--- config.mk ---
export PLATFORM = sky130hd
export DESIGN_NAME = bcd_scan_counter
export DESIGN_NICKNAME = d
export VERILOG_FILES = /design/src/rtl/bcd_pkg.sv /design/src/rtl/seg7.sv /design/src/rtl/tick_gen.sv /design/src/rtl/bcd_scan_counter.sv
export SDC_FILE = /design/constraint.sdc
export NUM_CORES = 1
export LEC_CHECK = 0
export BUFFER_PORTS_ARGS = -buffer_cell sky130_fd_sc_hd__buf_4
export CORE_ASPECT_RATIO = 0.9
export CORE_MARGIN = 2
export CORE_UTILIZATION = 45
export DETAILED_ROUTE_END_ITERATION = 10
export GPL_ROUTABILITY_DRIVEN = 0
export GPL_TIMING_DRIVEN = 0
export HOLD_SLACK_MARGIN = 0.06
export PLACE_DENSITY = 0.71
export SETUP_SLACK_MARGIN = 0.3
export SYNTH_ARGS = -nofsm -noshare
export SYNTH_HDL_FRONTEND = slang
export SYNTH_SLANG_ARGS = --single-unit
--- constraint.sdc ---
create_clock -name clk -period 3.3 [get_ports clk]
set_input_delay 0.33 -clock clk [delete_from_list [all_inputs] [get_ports clk]]
set_output_delay 0.33 -clock clk [all_outputs]
set_load 0.05 [all_outputs]
--- src/rtl/bcd_pkg.sv ---
// Shared definitions for the BCD display datapath: digit type, segment codes, limits.
package bcd_pkg;

  localparam int unsigned MAX_DIGITS = 8;

  typedef logic [3:0] bcd_digit_t;
  typedef logic [6:0] seg_t;

  localparam bcd_digit_t BCD_ZERO = 4'd0;
  localparam bcd_digit_t BCD_NINE = 4'd9;

  // Active-high segments, bit0 = a ... bit6 = g
  localparam seg_t SEG_0     = 7'h3F;
  localparam seg_t SEG_1     = 7'h06;
  localparam seg_t SEG_2     = 7'h5B;
  localparam seg_t SEG_3     = 7'h4F;
  localparam seg_t SEG_4     = 7'h66;
  localparam seg_t SEG_5     = 7'h6D;
  localparam seg_t SEG_6     = 7'h7D;
  localparam seg_t SEG_7     = 7'h07;
  localparam seg_t SEG_8     = 7'h7F;
  localparam seg_t SEG_9     = 7'h6F;
  localparam seg_t SEG_BLANK = 7'h00;

endpackage

--- src/rtl/seg7.sv ---
// BCD to 7-segment decoder, active-high, bit0 = a ... bit6 = g. Non-decimal codes go blank.
module seg7
  import bcd_pkg::*;
(
  input  bcd_digit_t digit,
  output seg_t       segments
);

  // Pure lookup
  always_comb begin
    segments = SEG_BLANK;
    case (digit)
      4'd0:    segments = SEG_0;
      4'd1:    segments = SEG_1;
      4'd2:    segments = SEG_2;
      4'd3:    segments = SEG_3;
      4'd4:    segments = SEG_4;
      4'd5:    segments = SEG_5;
      4'd6:    segments = SEG_6;
      4'd7:    segments = SEG_7;
      4'd8:    segments = SEG_8;
      4'd9:    segments = SEG_9;
      default: segments = SEG_BLANK;
    endcase
  end

endmodule

--- src/rtl/tick_gen.sv ---
// Generic divide-by-Div pulse generator. The pulse is high in the cycle the counter sits
// at Div-1 while enabled; clear restarts the count and suppresses the pulse.
module tick_gen #(
  parameter int unsigned Div = 4
) (
  input  logic clk,
  input  logic reset,
  input  logic en,
  input  logic clear,
  output logic pulse
);

  localparam int unsigned CntW = (Div > 1) ? $clog2(Div) : 1;
  localparam logic [CntW-1:0] CntLast = CntW'(Div - 1);

  logic [CntW-1:0] cnt_q;
  logic            at_last;

  assign at_last = (cnt_q == CntLast);
  assign pulse   = en & ~clear & at_last;

  // Divider counter: holds while disabled, restarts on clear
  always_ff @(posedge clk) begin
    if (reset) begin
      cnt_q <= '0;
    end else if (clear) begin
      cnt_q <= '0;
    end else if (en) begin
      cnt_q <= at_last ? '0 : cnt_q + 1'b1;
    end
  end

endmodule

--- src/rtl/bcd_scan_counter.sv ---
// Multi-digit BCD up/down tick counter with a time-multiplexed 7-segment output.
// Optional build macro BLANK_LEADING_EN: blank leading-zero digits above digit 0.
module bcd_scan_counter
  import bcd_pkg::*;
#(
  parameter int unsigned NUM_DIGITS = 4,
  parameter int unsigned TICK_DIV   = 10_000_000,
  parameter int unsigned SCAN_DIV   = 10_000
) (
  input  logic                    clk,
  input  logic                    reset,
  input  logic                    run,
  input  logic                    up,
  input  logic                    clear,
  output logic                    tick,
  output logic                    wrap,
  output logic [4*NUM_DIGITS-1:0] bcd,
  output logic [6:0]              segments,
  output logic [NUM_DIGITS-1:0]   digit_sel
);

  localparam int unsigned BcdW = 4 * NUM_DIGITS;
  localparam int unsigned IdxW = (NUM_DIGITS > 1) ? $clog2(NUM_DIGITS) : 1;

  logic [BcdW-1:0]       bcd_q, bcd_d;
  logic                  wrap_q;
  logic                  carry;
  bcd_digit_t            cur_digit;

  logic                  scan_step;
  logic [IdxW-1:0]       idx_q, idx_d;
  bcd_digit_t            sel_digit;
  logic                  sel_blank;
  logic [NUM_DIGITS-1:0] sel_onehot;
  seg_t                  seg_raw, seg_next;
  seg_t                  segments_q;
  logic [NUM_DIGITS-1:0] digit_sel_q;

  tick_gen #(
    .Div (TICK_DIV)
  ) u_prescaler (
    .clk   (clk),
    .reset (reset),
    .en    (run),
    .clear (clear),
    .pulse (tick)
  );

  tick_gen #(
    .Div (SCAN_DIV)
  ) u_scan (
    .clk   (clk),
    .reset (reset),
    .en    (1'b1),
    .clear (1'b0),
    .pulse (scan_step)
  );

  // Ripple increment/decrement across the decades; carry out of the top digit means wrap
  always_comb begin
    bcd_d     = bcd_q;
    carry     = 1'b1;
    cur_digit = BCD_ZERO;
    for (int unsigned k = 0; k < NUM_DIGITS; k++) begin
      cur_digit = bcd_q[4*k +: 4];
      if (carry) begin
        if (up) begin
          if (cur_digit == BCD_NINE) begin
            bcd_d[4*k +: 4] = BCD_ZERO;
          end else begin
            bcd_d[4*k +: 4] = cur_digit + 4'd1;
            carry           = 1'b0;
          end
        end else begin
          if (cur_digit == BCD_ZERO) begin
            bcd_d[4*k +: 4] = BCD_NINE;
          end else begin
            bcd_d[4*k +: 4] = cur_digit - 4'd1;
            carry           = 1'b0;
          end
        end
      end
    end
  end

  // Count register; tick is already suppressed by clear inside the prescaler
  always_ff @(posedge clk) begin
    if (reset) begin
      bcd_q  <= '0;
      wrap_q <= 1'b0;
    end else if (clear) begin
      bcd_q  <= '0;
      wrap_q <= 1'b0;
    end else begin
      wrap_q <= tick & carry;
      if (tick) begin
        bcd_q <= bcd_d;
      end
    end
  end

  // Next scan index, wrapping at the last digit
  always_comb begin
    idx_d = idx_q;
    if (scan_step) begin
      if (idx_q == IdxW'(NUM_DIGITS - 1)) begin
        idx_d = '0;
      end else begin
        idx_d = idx_q + 1'b1;
      end
    end
  end

`ifdef BLANK_LEADING_EN
  logic [NUM_DIGITS-1:0] lead_zero;
  logic                  zero_run;

  // lead_zero[k]: digit k and every digit above it are zero
  always_comb begin
    lead_zero = '0;
    zero_run  = 1'b1;
    for (int k = int'(NUM_DIGITS) - 1; k >= 0; k--) begin
      zero_run     = zero_run & (bcd_q[4*k +: 4] == BCD_ZERO);
      lead_zero[k] = zero_run;
    end
  end
`endif

  // Select the digit shown at the next index, plus its one-hot enable
  always_comb begin
    sel_digit  = BCD_ZERO;
    sel_blank  = 1'b0;
    sel_onehot = '0;
    for (int unsigned k = 0; k < NUM_DIGITS; k++) begin
      sel_onehot[k] = (idx_d == IdxW'(k));
      if (idx_d == IdxW'(k)) begin
        sel_digit = bcd_q[4*k +: 4];
`ifdef BLANK_LEADING_EN
        sel_blank = (k != 0) && lead_zero[k];
`endif
      end
    end
  end

  seg7 u_seg7 (
    .digit    (sel_digit),
    .segments (seg_raw)
  );

  assign seg_next = sel_blank ? SEG_BLANK : seg_raw;

  // Segments and digit enable share one register stage so they never disagree
  always_ff @(posedge clk) begin
    if (reset) begin
      idx_q       <= '0;
      segments_q  <= SEG_0;
      digit_sel_q <= NUM_DIGITS'(1);
    end else begin
      idx_q       <= idx_d;
      segments_q  <= seg_next;
      digit_sel_q <= sel_onehot;
    end
  end

  assign wrap      = wrap_q;
  assign bcd       = bcd_q;
  assign segments  = segments_q;
  assign digit_sel = digit_sel_q;

endmodule

### Word level (Yosys, flattened, before mapping)

Memories as Yosys holds them, arrays and structs flattened. A register that Yosys moved wholly into a read port is not among the register bits.
Cells that the tools add are included.

* output and inout port bits: 29
* logic and storage cells: 79
* memories kept: 1
* memory bits (read-only): 112
* latch bits: 0
* input bits: 5
* RAM bits: 0
* flip-flop bits (word level): 61

* reductions and logical operators: 10
* muxes and demuxes: 34
* add/subtract/negate cells: 11
* $mul: 0
* magnitude comparators: 0
* equality and inequality tests: 10
* div/mod/pow operators: 0
* shifts and indexed selects: 0
* bitwise gates (word level): 4

Memory list
* (name not given): depth 16, bits a word 7, rd ports 1, clocked after Yosys merged registers in 1, wr ports 0, line seg7.sv:12 `case (digit)`

Operators with widths (count)
* 2-to-1 mux 4 bit: 16
* adder 24 x 1 -> 24 bit, second input constant: 1
* equality test 24 bit, second input constant: 1
* 2-to-1 mux 24 bit: 1
* adder 4 x 1 -> 4 bit, second input constant: 4
* equality test 4 bit, second input constant: 4
* logical NOT 4 bit: 4
* subtractor 4 x 1 -> 4 bit, second input constant: 4
* 2-to-1 mux 1 bit: 15
* adder 14 x 1 -> 14 bit, second input constant: 1
* equality test 14 bit, second input constant: 1
* equality test 2 bit, second input constant: 3
* AND reduction 2 bit: 3
* 2-to-1 mux 2 bit: 2
* OR reduction 2 bit: 2
* bitwise AND 1 bit: 3
* adder 2 x 1 -> 2 bit, second input constant: 1
* equality test 2 x 1 -> 1 bit, second input constant: 1
* logical NOT 2 bit: 1
* NOT 1 bit: 1

### Depth between registers and ports, before layout

Gate-level depths: netlist (run 1).

* depth in word-level cells: 8
* depth in mapped cells: 12
* mapped depth without buffers: 11

### Hierarchy

A second synthesis (run 1) with hierarchy kept.

* cell total of the unflattened synthesis: 460
* area, all modules: 3885.0 um2

By module, submodules not included
* bcd_scan_counter: seq. area each 600.6 um2, instances 1, area an instance 1806.7 um2, cells an instance 224
* tick_gen (u_prescaler): seq. area each 480.5 um2, instances 1, area an instance 1147.4 um2, cells an instance 130
* tick_gen (u_scan): seq. area each 280.3 um2, instances 1, area an instance 710.7 um2, cells an instance 78
* seg7: seq. area each 0.0 um2, instances 1, area an instance 220.2 um2, cells an instance 28

### Worst setup path after synthesis (run 1)

OpenSTA, ideal clock, no wires.

* path type: reg2reg
* from: register u_scan.cnt_q[0]
* to: register segments_q[3], in the netlist segments[3]
* arrival time: 2.797 ns
* buffers on the path: 1
* library setup time: 0.074 ns
* data required time: 3.226 ns
* slack: 0.429 ns
* period minus slack after synthesis: 2.871 ns
* stages on the path, launching flop included: 13
* cells stage by stage: dfxtp_1 ha_1 and3_1 nand4_1 mux2i_1 clkbuf_1 o311ai_0 a22oi_1 inv_1 ha_1 inv_1 mux2_2 o21ai_0

* word-level cells in the longest chain between the ends: 7
* elaborated cells between the ends (all ways): 10
* those cells by class: eq/ne (4); mux (5); reduce/logical (1)

RTL lines
* start: declaration: line tick_gen.sv:16 `logic [CntW-1:0] cnt_q;`
* start signal: assignment: line tick_gen.sv:29 `cnt_q <= at_last ? '0 : cnt_q + 1'b1;`
* equality test 14 bit (*): line tick_gen.sv:19 `assign at_last = (cnt_q == CntLast);`
* 2-to-1 mux 2 bit (*): line bcd_scan_counter.sv:105 `if (scan_step) begin`
* logical NOT 2 bit: line bcd_scan_counter.sv:136 `if (idx_d == IdxW'(k)) begin`
* 2-to-1 mux 4 bit (3 in series): line bcd_scan_counter.sv:136
* 2-to-1 mux 4 bit (*): line bcd_scan_counter.sv:136
* end: declaration: line bcd_scan_counter.sv:36 `seg_t segments_q;`

Every way passes the cells marked *; elsewhere a longest branch is shown, timed or not.
A chain may end at the register's enable or synchronous reset.

### Worst setup path in the final report (run 1)

Ends and elaborated chain as after synthesis.

==> results of run 1 <==
## logic make-up after synthesis
kind of cell    Yosys count  share of synthesized area [%]
mux                      13                           3.46
buf+inv                  46                           4.73
simple gates            223                           30.0
fa+ha+maj                 9                           2.94
xor+xnor                 39                           8.91
flops                    68                           35.5
compound gates           85                           14.4
## registers in the layout, summed over array words and instances (netlist names)
name and count:
wrap 1, bcd 16, u_prescaler.cnt_q 24, u_scan.cnt_q 14, segments 7, digit_sel 4
idx_q 2
## synthesized netlist by cell type, types with 10 or more instances
library cell | n | area share (%)
nand2_1 | 36 | 3.5
nand4_1 | 10 | 1.6
clkbuf_1 | 30 | 2.9
nor3_1 | 12 | 1.6
xor2_1 | 27 | 6.2
xnor2_1 | 12 | 2.7
a21oi_1 | 20 | 2.6
dfxtp_1 | 68 | 36
nand3_1 | 32 | 4.2
mux2i_1 | 11 | 2.9
o21ai_0 | 23 | 3.0
nor2_1 | 69 | 6.8
## what timing repair did
action	4_1_cts	5_1_grt
resized for setup	3	13
buffers inserted	1	4
pin swaps	1	1
setup endpoints to repair	7	7
## power by group
group	total (mW)	switching, mW	internal, mW
combinational	0.0568	0.0381	0.0186
sequential	0.828	0.00378	0.824
clock	0.732	0.316	0.416
total	1.62	0.358	1.26
## worst max path at each step
| stage | start | to | cells past startpoint |
|---|---|---|---|
| global route | idx_q[0] | segments[0] | 11 |
| detailed placement | u_scan.cnt_q[8] | segments[3] | 11 |
| global placement | u_scan.cnt_q[0] | segments[3] | 12 |
| CTS | u_scan.cnt_q[0] | segments[0] | 11 |
| floorplan | u_scan.cnt_q[0] | segments[3] | 12 |
| finish | u_scan.cnt_q[0] | segments[3] | 11 |
## per-layer routing
metal  share of wire, %  up-vias
li1                   -     1788
met1                 48     1667
met2                 44      121
met3                6.4       17
met4                1.6        0
met5                  0        -
## layout make-up
type	instances	area, sq um
fill	742	3670
tap	99	124
clock buffer	9	124
sequential	68	1360
buffer	37	159
timing repair buffer	37	278
inverter	9	33.8
clock inverter	6	80.1
multi-input combinational	369	2320
## per-stage QoR
| stage | utilization, % | power [mW] | cells | area, sq um | setup WS [ps] |
|---|---|---|---|---|---|
| after floorplan | - | 0.885 | 483 | 3830 | 429 |
| after global placement | 51.5 | 0.901 | 614 | 4200 | -80.2 |
| after detailed placement | 51.5 | 0.902 | 614 | 4200 | -122 |
| after CTS | 54.3 | 1.63 | 630 | 4420 | 307 |
| after global routing | 55.0 | 1.67 | 634 | 4480 | 279 |
| final | 55.0 | 1.62 | 634 | 4480 | 462 |
## critical path, cell delays in order (launching register included)
cell and delay [ps]:
dfxtp_1 360, ha_2 230, and3_4 210, nand4_1 190
buf_6 210, or3b_2 440, a21oi_1 180, a221o_1 250
inv_2 100, ha_1 200, mux2_2 260, o21ai_0 130
==> flow_summary.toml, run 1 <==
[global_routing]
gr-usage-met2_pct = 31.3
grt_overflow = 0
use_met1_pct = 28.4
grt_pass1_vias = 3291
grt_util_met3_pct = 4.77
busiest_layer = "met2"
grt_antenna_before_repair = 0
grt_pass1_wl_microns = 15500
grt.total_usage_pct = 20.6
grt_max_degree = 12

[timing]
worst_pin_slew_ps = 747
relSlewSlack_pct = 50.1
finalClockSkew_ps = 11.0
final_hold_viol_count = 0
fin_hold_ws_ps = 215
timing.setup.tns_ps = 0
fin_crit_ps = 2840
fin_crit_sh_pct = 86.0
finalSetupViolCount = 0
clock.fmax_mhz = 352
rsz0062_at_grt = "true"
drv_slew = 0

[drt]
ant_nets = 0
wl_microns = 9220
drt_iter0_markers = 241
post-route-drc-count = 0
vias = 3593
first_pass_iters = 6
viasPerCell = 5.67
wl_per_cell_microns = 14.5

[clocking]
clock_sinks = 68
clockBufferDepth = 2
hold_buffers = 0
htree_levels = 3
clk_latency_ps = 350
numCtsBuffers = 9
cts_root_buffer = "clkbuf_8"
clk_pin_slew_ps = 70
cts_tree = "built"

[placed_design]
dp_hpwl_microns = 6500
portBuffers = 32

[yosys]
ys_types = 57
syn_avg_cell_area_sq_um = 7.93
synthesis.area_sq_mm = 0.00383
synth_flop_cell = "dfxtp_1"
synth-seq-cells = 68
postSynth.asyncResetShare_pct = 0
yosys_warnings = 0
syn-instance-count = 483
seq_area_frac_synth_pct = 35.5
syn-num-nets = 497
synth_edf_count = 0

[min_path]
hp-start = "reset"
hold_path_class = "in -> reg"
hold_depth = 2
holdPathEnd = "idx_q[1]"

[floorplan]
die_height_microns = 91.6
dieArea_sq_mm = 0.00927
core_sq_mm = 0.00815
ios = 34
die_x_microns = 101
start_util_pct = 47.1
num_rows = 31

[run]
maxCapViolCount = 0

[cells_and_area]
final_common_cell = "nor2_1"
area_growth_pct = 16.8
drive_above_1_share_pct = 15.3
num_antenna_cells = 0
mostFrequentLayoutCells = "69 x nor2_1, 68 x dfxtp_1, 38 x buf_4, 36 x nand2_1, 32 x nand3_1"
fin_nets = 545

[setup_path]
r2r_start = "u_scan.cnt_q[0]"
crit_type = "reg -> reg"
cp.arrival_ps = 3110
required_ps = 3570
r2r-end = "segments[3]"
reg2reg_slack_ps = 460
cp-end-kind = "flop"
r2r_cells = 11
worstPathMaxFanout = 10
crit_path_start_kind = "flop"

[pwr]
p_leak_nw = 1.61
ir_worst_vdd_uv = 251
power_per_cell_area_mw_per_mm2 = 361

[status]
status = "finished clean"
No activity file was read; power rests on OpenSTA's default activity.
==> run 2: changes to the inputs <==
Settings changed: ABC_AREA set to 1.
==> run 2 against run 1 <==
  * Clock power increased by 2%
  * Final cell count is 11% higher
  * Via count is 2.2% higher
  * Critical path depth up 5
  * Core utilization decreased by 1.2 points
  * Cell area down 2.7%
  * Synthesized area is 1.3% lower
  * Largest power group unchanged
  * Highest routed layer unchanged
==> flow_summary.toml, run 2 <==
[timing]
finalSetupViolCount = 0
worst_pin_slew_ps = 522
relSlewSlack_pct = 65.2
fin_crit_sh_pct = 72.0
drv_slew = 0
final_hold_viol_count = 0
rsz0062_at_grt = "false"
timing.setup.tns_ps = 0
finalClockSkew_ps = 9.43
clock.fmax_mhz = 421
fin_crit_ps = 2380
worst_slack_ps = 923

[yosys]
yosys_warnings = 0
syn_avg_cell_area_sq_um = 6.78
synth_top_area_share_pct = 36.0
synth_edf_count = 0
synth-seq-cells = 68
yosysTopAreaCell = "dfxtp_1"
syn-instance-count = 558
synthesis.area_sq_mm = 0.00378
syn-num-nets = 572
yosysMostFrequentCell = "nand2_1"
seq_area_frac_synth_pct = 36.0
synth_common_cells = "117 x nand2_1, 80 x inv_1, 68 x dfxtp_1, 64 x nor2_1, 37 x a21oi_1"
ys_types = 41
synth_flop_cell = "dfxtp_1"
postSynth.asyncResetShare_pct = 0
synthTopCellsByArea = "dfxtp_1 36%, nand2_1 12%, inv_1 7.9%"

[clocking]
postCtsSetupRepairBufs = 0
clk_latency_ps = 340
clockBufferDepth = 2
hold_buffers = 0
cts_resized = 0
cts_tree = "built"
numCtsBuffers = 9
cts_root_buffer = "clkbuf_8"
clk_pin_slew_ps = 70
htree_levels = 3
clock_sinks = 68

[drt]
wl_microns = 8400
drt_iter0_markers = 194
post-route-drc-count = 0
vias = 3671
first_pass_iters = 4
viasPerCell = 5.21
wl_per_cell_microns = 11.9
ant_nets = 0

[floorplan]
core_sq_mm = 0.00811
num_rows = 31
ios = 34
die_height_microns = 91.0
die_x_microns = 101
start_util_pct = 46.7
dieArea_sq_mm = 0.00916

[cells_and_area]
mostFrequentLayoutCells = "117 x nand2_1, 80 x inv_1, 68 x dfxtp_1, 64 x nor2_1, 37 x a21oi_1"
multi_input_area_sq_mm = 0.00206
fin_nets = 614
drive_above_1_share_pct = 13.4
final_common_cell = "nand2_1"
area_growth_pct = 15.1
largest_reg_flops = 24
fillCellCount = 808
seq_area_sq_mm = 0.00136
regMostFlops = "u_prescaler.cnt_q"
num_antenna_cells = 0

[min_path]
hold_path_class = "in -> reg"
hold_depth = 3

[pwr]
power_per_cell_area_mw_per_mm2 = 373
p_leak_nw = 1.82
ir_worst_vdd_uv = 207

[setup_path]
cp-end-kind = "flop"
crit_chain = "ha_1 > nand3_2 > nor2_4 > nand2_2 > nand2_1 > nand2_2 > buf_6 > nand2_1 > nand2_1 > a21oi_4 > inv_1 > ha_1 > nand3_1 > nand2_1 > nand2_1 > nand2_1"
cp_common_cell = "nand2_1"
r2r_cells = 16
required_ps = 3540
worstPathMaxFanout = 10
max_stage_delay_ps = 350
crit_slowest_cell = "dfxtp_1"
crit_path_start_kind = "flop"
cp.arrival_ps = 2620
crit_type = "reg -> reg"

[status]
status = "finished clean"

[run]
maxCapViolCount = 0

[placed_design]
dp_hpwl_microns = 6390
portBuffers = 31
post-place-ws_ps = 943

[global_routing]
grt.total_usage_pct = 19.5
grt_pass1_wl_microns = 14600
grt_max_degree = 12
grt_antenna_before_repair = 0
grt_overflow = 0
grt_pass1_vias = 3381
run 2: per-stage QoR:
stage          hold slack [ps]  util (%)  total power, mW  cells  area (sq um)
5_1_grt                    306      53.7             1.69    704          4360
4_1_cts                    294      53.7             1.65    704          4360
2_1_floorplan              418         -            0.882    558          3780
3_5_place_dp               444      51.1            0.897    688          4140
6_report                   316      53.7             1.63    704          4360
3_3_place_gp               432      51.1            0.896    688          4140
run 2: final timing paths:
check | startpoint | end | slack [ps]
max | u_scan.cnt_q[0] | segments[3] | 920
min reg2reg | u_scan.cnt_q[0] | u_scan.cnt_q[0] | 450
min | run | u_prescaler.cnt_q[10] | 320
max reg2reg | u_scan.cnt_q[0] | segments[3] | 920
run 2: cell type report:
class | instances | share of cell area (%)
buffer | 7 | 0.804
clock buffer | 11 | 3.25
clock inverter | 5 | 1.72
inverter | 86 | 7.41
multi-input combinational | 397 | 47.4
sequential | 68 | 31.2
tap | 99 | 2.84
timing repair buffer | 31 | 5.34
run 2: where the power goes:
group | internal, mW | switching [mW]
clock network | 0.443 | 0.306
registers | 0.824 | 0.00318
logic | 0.0150 | 0.0355
run 2: routing by layer:
metal | vias to the layer above | GRT usage, % | wire length, microns | part of all wire (%)
met3 | 15 | 5.31 | 423 | 5.0
li1 | 1914 | - | - | -
met2 | 103 | 31.8 | 3960 | 47
met1 | 1639 | 24.7 | 3910 | 47
met4 | 0 | 6.51 | 113 | 1.3
met5 | - | 0 | 0 | 0
run 2: logic make-up after synthesis:
group	share of synthesized area [%]
simple gates	34.7
buf+inv	9.46
flops	36.0
xor+xnor	3.01
compound gates	13.9
fa+ha+maj	2.98
run 2: critical path, delay by kind of cell (launching register included):
kind,cells,cell delay (ps)
simple gates,11,950
flops,1,350
buf+inv,2,250
compound gates,1,230
fa+ha+maj,2,490
==> run 3: changes to the inputs <==
Settings changed: PLACE_DENSITY 0.71 to 0.74.
Clock period 3.3 ns to 2.1 ns, I/O delays scaled along.
==> run 3 against run 2 <==
  * Core utilization rose by 8.2 points
  * Hold slack got worse by 110 ps
  * Flip-flop and latch count did not move
  * First-iteration DRC count rose by 36%
  * Critical path depth fell by 4
  * Combinational power rose by 110%
  * Largest cell class unchanged
  * Largest power group unchanged
==> flow_summary.toml, run 3 (synthesized netlist as in run 2, its figures left out) <==
[status]
status = "finished clean"

[timing]
relSlewSlack_pct = 59.6
worst_slack_ps = 23.8
drv_slew = 0
rsz0062_at_grt = "true"
finalSetupViolCount = 0
worst_pin_slew_ps = 606
fin_crit_sh_pct = 98.9
finalClockSkew_ps = 11.1
fin_hold_ws_ps = 201
final_hold_viol_count = 0
fin_crit_ps = 2080
clock.fmax_mhz = 482

[floorplan]
num_rows = 31
die_x_microns = 101
core_sq_mm = 0.00811
die_height_microns = 91.0
dieArea_sq_mm = 0.00916
ios = 34
start_util_pct = 46.7

[pwr]
ir_worst_vdd_uv = 301
switching_share_pct = 22.5
total_power_mw = 2.50
p_leak_nw = 2.08
power_per_cell_area_mw_per_mm2 = 499
power.share.clock_pct = 43.9
p_comb_share_pct = 4.2
p_int_mw = 1.94
switchingPower_mw = 0.564
sequentialPowerShare_pct = 51.9

[clocking]
clk_latency_ps = 340
numCtsBuffers = 9
hold_buffers = 0
htree_levels = 3
clk_pin_slew_ps = 70
clock_sinks = 68
cts_root_buffer = "clkbuf_8"
clockBufferDepth = 2
cts_tree = "built"

[drt]
post-route-drc-count = 0
highest_layer = "met4"
met3_length_microns = 563
viasPerCell = 5.39
wl_microns = 9810
route.met2.wl_microns = 4850
vias = 3959
wl_per_cell_microns = 13.3
drt_iter0_markers = 263
met1Wirelength_microns = 4140
first_pass_iters = 5
ant_nets = 0

[global_routing]
grt_pass1_vias = 3494
grt.total_usage_pct = 20.8
grt_overflow = 0
grt_max_degree = 12
grt_pass1_wl_microns = 15600
grt_antenna_before_repair = 0

[placed_design]
portBuffers = 31
post-place-ws_ps = -49.1
dp_hpwl_microns = 6660

[setup_path]
cp.arrival_ps = 2310
cp-end-kind = "flop"
required_ps = 2330
crit_type = "reg -> reg"
worstPathMaxFanout = 8
crit_path_start_kind = "flop"
reg2reg_slack_ps = 20

[cells_and_area]
largest_reg_flops = 24
drive_above_1_share_pct = 32.5
fin_nets = 645
regMostFlops = "u_prescaler.cnt_q"
fillCellCount = 693
seq_area_sq_mm = 0.00140
mostFrequentLayoutCells = "94 x nand2_1, 69 x inv_1, 56 x buf_4, 52 x nor2_1, 44 x dfxtp_1"
final_common_cell = "nand2_1"
area_growth_pct = 32.6
multi_input_area_sq_mm = 0.00243
num_antenna_cells = 0

[run]
maxCapViolCount = 0

[min_path]
hold_path_class = "in -> reg"
run 3: changes by cell type in the layout (fill, tap and decap cells not counted), sizes merged:
| cell | change |
|---|---|
| buf | +31 |
| bufinv | -1 |
| clkbuf | +1 |
| clkinv | -2 |
| clkinvlp | +2 |
run 3: critical path, cell delays in order (launching register included):
cell	delay, ps
dfxtp_2	350
ha_4	150
nand3_4	80
nor2_4	130
nand3_1	180
nand2_4	170
nand3_2	120
a21oi_4	220
inv_2	80
ha_2	170
nand3b_1	150
nand3_1	90
nand3_1	70
run 3: layer usage:
| metal | track usage [%] | vias to the layer above |
|---|---|---|
| li1 | - | 1979 |
| met1 | 25.5 | 1804 |
| met2 | 35.2 | 146 |
| met3 | 5.77 | 30 |
| met4 | 5.94 | 0 |
| met5 | 0 | - |
run 3: power by group through the flow:
stage / Sequential, mW / Combinational [mW] / Clock [mW]
after global placement: 1.33 / 0.0804 / 0
after floorplan: 1.33 / 0.0582 / 0
after global routing: 1.30 / 0.119 / 1.18
after detailed placement: 1.33 / 0.0828 / 0
after CTS: 1.30 / 0.0927 / 1.12
final: 1.30 / 0.105 / 1.10
run 3: metrics by stage:
stage          area (sq um)  TNS (ps)  instances  util [%]
2_1_floorplan          3840         0        558         -
3_3_place_gp           4200         0        688      51.8
3_5_place_dp           4200      -139        688      51.8
4_1_cts                4650         0        721      57.4
5_1_grt                5020      -397        735      61.9
6_report               5020         0        735      61.9
run 3: worst paths after layout:
| check | end | startpoint | cells past startpoint |
|---|---|---|---|
| max | segments[4] | u_scan.cnt_q[0] | 12 |
| max reg2reg | segments[4] | u_scan.cnt_q[0] | 12 |
| min reg2reg | u_prescaler.cnt_q[6] | u_prescaler.cnt_q[6] | 1 |
| min | u_prescaler.cnt_q[1] | run | 3 |
run 3: area by class of cell:
class	instances	share of cell area (%)
inverters	86	6.66
clock inverters	4	0.947
repair buffers	62	9.67
flip-flops and latches	68	27.9
plain buffers	7	0.848
well taps	99	2.47
multi-input cells	397	48.4
clock buffers	12	3.09
run 3: timing repair:
action	in CTS	in global routing
setup endpoints to repair	32	42
gates cloned	0	0
pin swaps	18	30
gates resized for setup	41	89
setup buffers	17	14
